<file path="config.mk">
export PLATFORM = sky130hd
export DESIGN_NAME = seg_display_mux_flat
export DESIGN_NICKNAME = d
export VERILOG_FILES = /design/src/rtl/seg_display_mux_if.sv /design/src/rtl/seg_display_mux.sv /design/src/flat_wrapper.sv
export SDC_FILE = /design/constraint.sdc
export NUM_CORES = 1
export LEC_CHECK = 0
export CAP_MARGIN = 40
export CORE_UTILIZATION = 56
export CTS_BUF_LIST = sky130_fd_sc_hd__clkbuf_16
export CTS_CLUSTER_DIAMETER = 150
export DETAILED_ROUTE_END_ITERATION = 8
export PLACE_DENSITY = 0.8
export REMOVE_ABC_BUFFERS = 1
export SETUP_SLACK_MARGIN = 0.05
export SYNTH_ARGS = -nofsm -noshare
export SYNTH_HDL_FRONTEND = slang
export SYNTH_SLANG_ARGS = --single-unit
</file>
<file path="constraint.sdc">
create_clock -name clk -period 3.15 [get_ports clk]
set_input_delay 0.63 -clock clk [delete_from_list [all_inputs] [get_ports clk]]
set_output_delay 0.63 -clock clk [all_outputs]
set_load 0.005 [all_outputs]
</file>
<file path="src/rtl/seg_display_mux_if.sv">
// ---------------------------------------------------------------------------
// seg_display_mux_if
//   Bundle of the display-multiplexer data/control signals.
//
//   value       4*NUM_DIGITS  hex value, nibble i -> digit i (digit 0 rightmost)
//   load        1             single-cycle strobe capturing value
//   digit_mask  NUM_DIGITS    bit i = 1 enables digit i
//   lz_blank    1             1 enables leading-zero blanking
//   out7        7             active-low segments {g,f,e,d,c,b,a}
//   en_out      NUM_DIGITS    active-low digit enables
//   frame_done  1             one-cycle pulse at each scan-frame boundary
//
//   master: the client that supplies the value and observes the display pins.
//   slave : the multiplexer itself.
// ---------------------------------------------------------------------------
interface seg_display_mux_if #(
    parameter int NUM_DIGITS = 8
);
    logic [4*NUM_DIGITS-1:0] value;
    logic                    load;
    logic [NUM_DIGITS-1:0]   digit_mask;
    logic                    lz_blank;
    logic [6:0]              out7;
    logic [NUM_DIGITS-1:0]   en_out;
    logic                    frame_done;

    modport master (
        output value, load, digit_mask, lz_blank,
        input  out7, en_out, frame_done
    );

    modport slave (
        input  value, load, digit_mask, lz_blank,
        output out7, en_out, frame_done
    );
endinterface

</file>
<file path="src/rtl/seg_display_mux.sv">
// ---------------------------------------------------------------------------
// seg_display_mux
//   Time-multiplexed driver for a common-anode style hex display.
//   A prescaler lights each digit for REFRESH_DIV cycles; the digit index
//   walks 0..NUM_DIGITS-1. The displayed value is double-buffered: a load
//   goes into a pending register and is only promoted to the active register
//   at the end of a scan frame, so a frame never shows a mix of two values.
//
//   Parameters
//     NUM_DIGITS   number of digits, 1..16
//     REFRESH_DIV  clk cycles per digit, >= 1
//
//   Ports
//     clk    single clock, rising edge
//     rst    asynchronous, active-low reset (0 = reset)
//     disp   seg_display_mux_if.slave: value/load/digit_mask/lz_blank in,
//            out7/en_out/frame_done out (all outputs registered)
// ---------------------------------------------------------------------------
module seg_display_mux #(
    parameter int NUM_DIGITS  = 8,
    parameter int REFRESH_DIV = 100000
) (
    input  logic              clk,
    input  logic              rst,
    seg_display_mux_if.slave  disp
);

    localparam int PW = (REFRESH_DIV > 1) ? $clog2(REFRESH_DIV) : 1;
    localparam int IW = (NUM_DIGITS > 1) ? $clog2(NUM_DIGITS) : 1;
    localparam int VW = 4 * NUM_DIGITS;

    localparam logic [PW-1:0] PRESC_MAX = PW'(REFRESH_DIV - 1);
    localparam logic [IW-1:0] IDX_MAX   = IW'(NUM_DIGITS - 1);

    // -----------------------------------------------------------------------
    // State
    // -----------------------------------------------------------------------
    logic [PW-1:0]         presc_reg,   presc_next;
    logic [IW-1:0]         index_reg,   index_next;
    logic [VW-1:0]         pending_reg, pending_next;
    logic [VW-1:0]         active_reg,  active_next;
    logic [6:0]            seg_reg,     seg_next;
    logic [NUM_DIGITS-1:0] en_reg,      en_next;
    logic                  frame_done_reg, frame_done_next;

    logic tick;
    logic frame_end;

    // Per-digit views of the active register.
    logic [3:0]            nibble [NUM_DIGITS];
    // nonzero_from[i] = 1 when any nibble i..NUM_DIGITS-1 is non-zero; a
    // digit is a leading zero exactly when this is 0.
    logic [NUM_DIGITS-1:0] nonzero_from;

    logic [3:0] cur_nibble;
    logic       blanked;
    logic       shown;

    // -----------------------------------------------------------------------
    // Hex to active-low 7-segment code, {g,f,e,d,c,b,a}
    // -----------------------------------------------------------------------
    function automatic logic [6:0] hex_to_seg(input logic [3:0] nib);
        logic [6:0] seg;
        case (nib)
            4'h0:    seg = 7'h40;
            4'h1:    seg = 7'h79;
            4'h2:    seg = 7'h24;
            4'h3:    seg = 7'h30;
            4'h4:    seg = 7'h19;
            4'h5:    seg = 7'h12;
            4'h6:    seg = 7'h02;
            4'h7:    seg = 7'h78;
            4'h8:    seg = 7'h00;
            4'h9:    seg = 7'h10;
            4'hA:    seg = 7'h08;
            4'hB:    seg = 7'h03;
            4'hC:    seg = 7'h46;
            4'hD:    seg = 7'h21;
            4'hE:    seg = 7'h06;
            default: seg = 7'h0E;
        endcase
        return seg;
    endfunction

    generate
        for (genvar gi = 0; gi < NUM_DIGITS; gi++) begin : g_digit
            assign nibble[gi]       = active_reg[4*gi +: 4];
            assign nonzero_from[gi] = |active_reg[VW-1:4*gi];
        end
    endgenerate

    // -----------------------------------------------------------------------
    // Scan timing and double buffer
    // -----------------------------------------------------------------------
    always_comb begin
        tick      = (presc_reg == PRESC_MAX);
        frame_end = tick && (index_reg == IDX_MAX);

        presc_next = tick ? '0 : presc_reg + PW'(1);

        index_next = index_reg;
        if (tick) begin
            index_next = (index_reg == IDX_MAX) ? '0 : index_reg + IW'(1);
        end

        // A load coinciding with the frame boundary goes straight to the
        // active register so it is not delayed by a whole frame.
        pending_next = disp.load ? disp.value : pending_reg;
        active_next  = active_reg;
        if (frame_end) begin
            active_next = disp.load ? disp.value : pending_reg;
        end

        frame_done_next = frame_end;
    end

    // -----------------------------------------------------------------------
    // Digit decode for the current index (registered below, so outputs lag
    // the index by one cycle and no input reaches an output combinationally)
    // -----------------------------------------------------------------------
    always_comb begin
        cur_nibble = nibble[index_reg];
        blanked    = disp.lz_blank && (index_reg != '0) && !nonzero_from[index_reg];
        shown      = disp.digit_mask[index_reg] && !blanked;

        seg_next = 7'h7F;
        en_next  = '1;
        if (shown) begin
            seg_next           = hex_to_seg(cur_nibble);
            en_next[index_reg] = 1'b0;
        end
    end

    always_ff @(posedge clk or negedge rst) begin
        if (!rst) begin
            presc_reg      <= '0;
            index_reg      <= '0;
            pending_reg    <= '0;
            active_reg     <= '0;
            seg_reg        <= 7'h7F;
            en_reg         <= '1;
            frame_done_reg <= 1'b0;
        end else begin
            presc_reg      <= presc_next;
            index_reg      <= index_next;
            pending_reg    <= pending_next;
            active_reg     <= active_next;
            seg_reg        <= seg_next;
            en_reg         <= en_next;
            frame_done_reg <= frame_done_next;
        end
    end

    assign disp.out7       = seg_reg;
    assign disp.en_out     = en_reg;
    assign disp.frame_done = frame_done_reg;

endmodule

</file>
<file path="src/flat_wrapper.sv">
// flat-port wrapper written by rule: the top's interface ports become plain ports
module seg_display_mux_flat 
#(
    parameter int NUM_DIGITS  = 8,
    parameter int REFRESH_DIV = 100000
)
  (clk, rst, disp_value, disp_load, disp_digit_mask, disp_lz_blank, disp_out7, disp_en_out, disp_frame_done);
  seg_display_mux_if #(.NUM_DIGITS(NUM_DIGITS)) disp_i ();
  input  logic clk;
  input  logic rst;
  input wire logic [$bits(disp_i.value)-1:0] disp_value;
  input wire logic [$bits(disp_i.load)-1:0] disp_load;
  input wire logic [$bits(disp_i.digit_mask)-1:0] disp_digit_mask;
  input wire logic [$bits(disp_i.lz_blank)-1:0] disp_lz_blank;
  output wire logic [$bits(disp_i.out7)-1:0] disp_out7;
  output wire logic [$bits(disp_i.en_out)-1:0] disp_en_out;
  output wire logic [$bits(disp_i.frame_done)-1:0] disp_frame_done;
  assign disp_i.value = disp_value;
  assign disp_i.load = disp_load;
  assign disp_i.digit_mask = disp_digit_mask;
  assign disp_i.lz_blank = disp_lz_blank;
  assign disp_out7 = disp_i.out7;
  assign disp_en_out = disp_i.en_out;
  assign disp_frame_done = disp_i.frame_done;
  seg_display_mux #(.NUM_DIGITS(NUM_DIGITS), .REFRESH_DIV(REFRESH_DIV)) u_core (.clk(clk), .rst(rst), .disp(disp_i));
endmodule
</file>
# [After elaboration in Yosys (flattened, before gate mapping)]
# Memories as Yosys holds them, arrays and structs flattened.
# Index checks and enable logic that the tools add are counted.
[word_totals] ff_bits=100 mem_bits_ro=112 inputBits=44 output_inout_bits=16 elab_cells=47 mem_count=1
[memory_table] memory="(name not given)" depth=16 width=7 read_ports=1 rd_clocked_by_memory_dff=0 wr=0 line="seg_display_mux.sv:64" source="case (nib)"
[op_classes] n_addsub=2 magnitude_cmp=3 n_eq_ne=2 n_mux=14 n_bitwise=2 reduce_logical=16
[ops] operator="$mux W32" n=1
[ops] operator="$reduce_or A32 Y1" n=1
[ops] operator="$reduce_or A28 Y1" n=1
[ops] operator="$reduce_or A24 Y1" n=1
[ops] operator="$reduce_or A20 Y1" n=1
[ops] operator="$add A17 B1 Y17 const B" n=1
[ops] operator="$eq A17 B17 Y1 const B" n=1
[ops] operator="$mux W17" n=1
[ops] operator="$reduce_or A16 Y1" n=1
[ops] operator="$bmux W4 S3" n=1
[ops] operator="$reduce_or A12 Y1" n=1
[ops] operator="$mux W4" n=2
[ops] operator="$mux W8" n=1
[ops] operator="$not A8 Y8" n=1
[ops] operator="$reduce_or A8 Y1" n=1
[ops] operator="$mux W7" n=1
[ops] operator="$bmux W1 S3" n=2
[ops] operator="$logic_and A1 B1 Y1" n=5
[ops] operator="$ge A4 B4 Y1 const B" n=1
[ops] operator="$lt A3 B4 Y1 const B" n=1
[ops] operator="$not A3 Y4" n=1
[ops] operator="$reduce_or A4 Y1" n=1
[ops] operator="$add A3 B1 Y3 const B" n=1
[ops] operator="$demux W1 S3" n=1
[ops] operator="6 further kinds" n=9

# [Depth between registers and ports, before layout]
[depth] word_depth=8 depth_mapped=11 mapped_depth_nobuf=9

# [Worst setup path before layout]
# No wires, ideal clock.
[synth_path] path_type="flip-flop to flip-flop" from="reg u_core.index_reg[0]" to="reg u_core.seg_reg[3] (netlist: u_core.disp.out7[3])" setup_time_ns=0.091 arrival_time_ns=2.128 t_required_ns=3.059 path_slack_ns=0.931 path_stages_with_launch=12 path_buffers=2 period_less_slack_ns=2.219 cell_sequence="dfrtp_1 > buf_6 > buf_6 > mux4_2 > nand2_1 > o211a_1 > inv_1 > ha_1 > inv_1 > nor2_1 > a211oi_1 > o22ai_1"
[synth_via] elab_chain_len=7 word_cells_on_any_way=16 cone_classes="8 x mux; 1 x bitwise; 6 x reduce/logical; 1 x memory"
[synth_rtl] item="start, declared" line="seg_display_mux.sv:39" source="logic [IW-1:0] index_reg, index_next;"
[synth_rtl] item="start signal, assigned" line="seg_display_mux.sv:145" source="index_reg <= index_next;"
[synth_rtl] item="branches (longest 6 deep; another with $mem_v2 Z16 W7)"
[synth_rtl] item="$mux W7 *" line="seg_display_mux.sv:128" source="if (shown) begin"
[synth_rtl] item="named net u_core.seg_next[3]" line="seg_display_mux.sv:42" source="logic [6:0] seg_reg, seg_next;"
[synth_rtl] item="end signal, assigned" line="seg_display_mux.sv:148" source="seg_reg <= seg_next;"
[synth_rtl] item="end, declared" line="seg_display_mux.sv:42"
# Mark *: on every way through the listed nets, which the timed path passes. The select of a mux whose other input is x is not followed.
# A chain may end at the register's enable or synchronous reset.

# [Worst setup path after layout]
# Ends and elaborated chain as after synthesis.

==> results_dict.tcl <==
set metrics [dict create \
    ir_drop_mv 0.365 \
    met2_usage_pct 35.8 \
    maxCapViolCount 0 \
    grt_pass1_vias 2994 \
    worst_slew_pin_slew_ns 0.763 \
    io_buffers 59 \
    cts_setup_buffers 0 \
    grtUsageTotal_pct 21.7 \
    nets 466 \
    yosysUniqueCellTypes 53 \
    finalWorstSetupSlack_ns 0.526 \
    cts.sinks 100 \
    cpPeakStageDelay_ns 0.75 \
    clock_latency_ns 0.34 \
    final_area_um2 5780 \
    swShare_pct 23.6 \
    status "completed" \
    grt_remaining_overflow 0 \
    vias 2897 \
    clock_path_buffers 2 \
    switchingPower_mw 0.639 \
    h-tree-depth 3 \
    die_w_um 94.7 \
    yosysWarnings 0 \
    drt_iter0_markers 123 \
    dp.cells 506 \
    wl_per_cell_um 16.5 \
    drc_errors 0 \
    intPower_mw 2.07 \
    timing.hold.ws_ns 0.210 \
    leakage_nw 2.54 \
    rsz0062_at_grt "false" \
    instances_no_fill 522 \
    reg2regPathDepth 9 \
    dieArea_um2 8970 \
    postSynthAreaPerCell_um2 13.7 \
    seq_power_share_pct 51.3 \
    synth-edff-count 0 \
    path_clk_slew_ns 0.07 \
    netlist_instances 351 \
    gp_congestion 0.866 \
    cp_cell_sequence "mux4_2 > nand2_1 > o211a_1 > inv_1 > ha_1 > inv_1 > nor2_1 > a211oi_1 > o22ai_1" \
    powerDensity_nw_per_um2 469 \
    synth_common_cells "dfrtp_1 (85), mux2_2 (37), mux2_4 (29)" \
    synthDominantCellAreaShare_pct 44.2 \
    io_pins 60 \
    top_usage_layer "met2" \
    core-area_um2 8260 \
    initial_utilization_pct 58.3 \
    max_freq_mhz 381 \
    grt_first_pass_wirelength_um 14700 \
    yosys_register_bits 100 \
    totalWireLength_um 8610 \
    start_kind "flop" \
    gr-usage-met1_pct 29.1 \
    drtPass1Iterations 4 \
    power_frac_clock_pct 38.9 \
    cts-root-buf "clkbuf_16" \
    yosysTopAreaCell "dfrtp_1" \
    period_share_pct 83.3 \
    drive_gt1_share_pct 30.5 \
    timing.final.crit_period_ns 2.62 \
    postCtsHoldBufs 0 \
    critical_path.endpoint_type "flop" \
    pre_cts_slack_ns 0.546 \
    critPathArrivalTime_ns 2.88 \
    critical_path_class "reg -> reg" \
    power_frac_comb_pct 9.8 \
    cp_slowest_cell "dfrtp_1" \
    avgViaCountPerCell 5.55 \
    hold_viol 0 \
    rows 33 \
    globalRouteMet3Util_pct 4.19 \
    place_hpwl_um 6180 \
    drv_slew 0 \
    synth_most_common_cell "dfrtp_1" \
    critPathMostFrequentCell "inv_1" \
    antenna_found_initial 0 \
    grt_max_degree 62 \
    setup_viol 0 \
    ant_nets 0 \
    async_reset_ff_share_pct 100 \
    path_max_fanout 15 \
    slew_headroom_pct 49.2 \
    area_growth_pct 20.1 \
    placed_cell_area_um2 5500 \
    cts_tree "yes" \
    ys.flop_type "dfrtp_1" \
    die_h_um 94.7 \
    skew_ns 0.0127 \
    post-route-util_pct 70.0 \
    totalPowerFinal_mw 2.71 \
    netlist_area_um2 4820 \
    finalSetupTns_ns 0 \
    cts_resized 0 \
    hold_path_class "in -> async" \
    required_ns 3.40 \
    cts_buffers 9 \
    synthTopCellsByArea "dfrtp_1 (44%), mux2_4 (9.0%), mux2_2 (8.7%)" \
    ys_seq_area_share_pct 52.4 \
    diodes 0 \
]
[per-layer routing]
metal	vias to the layer above	routed length (um)	share of wire, %
li1	1389	-	-
met1	1440	3970	46
met2	57	4250	49
met3	11	267	3.1
met4	0	118	1.4
met5	-	0	0
[path summary, 6_finish.rpt]
kind | startpoint | endpoint | slack (ns)
max | u_core.index_reg[0] | u_core.disp.out7[3] | 0.53
min | rst | u_core.presc_reg[7] | 0.21
max reg2reg | u_core.index_reg[0] | u_core.disp.out7[3] | 0.53
min reg2reg | u_core.presc_reg[8] | u_core.presc_reg[8] | 0.49
max in group asynchronous | rst | u_core.active_reg[0] | 2.33
min in group clk | u_core.presc_reg[8] | u_core.presc_reg[8] | 0.49
[power groups by stage]
stage	sequential, mW	combinational, mW	clock [mW]
floorplan	1.40	0.136	0
global placement	1.41	0.256	0
detailed placement	1.42	0.267	0
CTS	1.39	0.270	1.08
global route	1.40	0.293	1.13
finish	1.39	0.265	1.05
[final cells by class]
type	instances	area (um2)
flip-flops and latches	100	2520
fillers	596	2470
well taps	105	131
multi-input cells	224	2140
clock inverters	7	61.3
clock buffers	9	225
inverters	10	37.5
repair buffers	67	668
[kinds of logic after synthesis]
| kind of cell | share of synthesized area, % |
|---|---|
| AO/OA/AOI/OAI | 5.40 |
| multiplexers | 23.5 |
| flip-flops | 52.4 |
| buffers and inverters | 3.25 |
| adder cells (fa/ha/maj) | 2.60 |
| XOR/XNOR | 2.73 |
| AND/OR/NAND/NOR | 10.2 |
[worst max-delay path: cells and delay by family, from the launching register on]
kind,cells,cell delay (ns)
flip-flops,1,0.75
AO/OA/AOI/OAI,3,0.60
multiplexers,1,0.59
adder cells (fa/ha/maj),1,0.26
buffers and inverters,2,0.21
AND/OR/NAND/NOR,2,0.12
[placed cells by master (no fill, tap or decap), types with 8 or more instances in the layout]
cell type and count:
nand3_1 14, nor2_1 17, buf_4 8, xor2_1 9
dfstp_2 15, clkbuf_16 9, clkdlybuf4s50_1 58, nor4_1 9
dfrtp_1 85, nand2_1 10, ha_1 10, mux2_4 29
inv_1 10, mux2_2 37, mux4_2 8
Power figures use the tool's default switching activity.
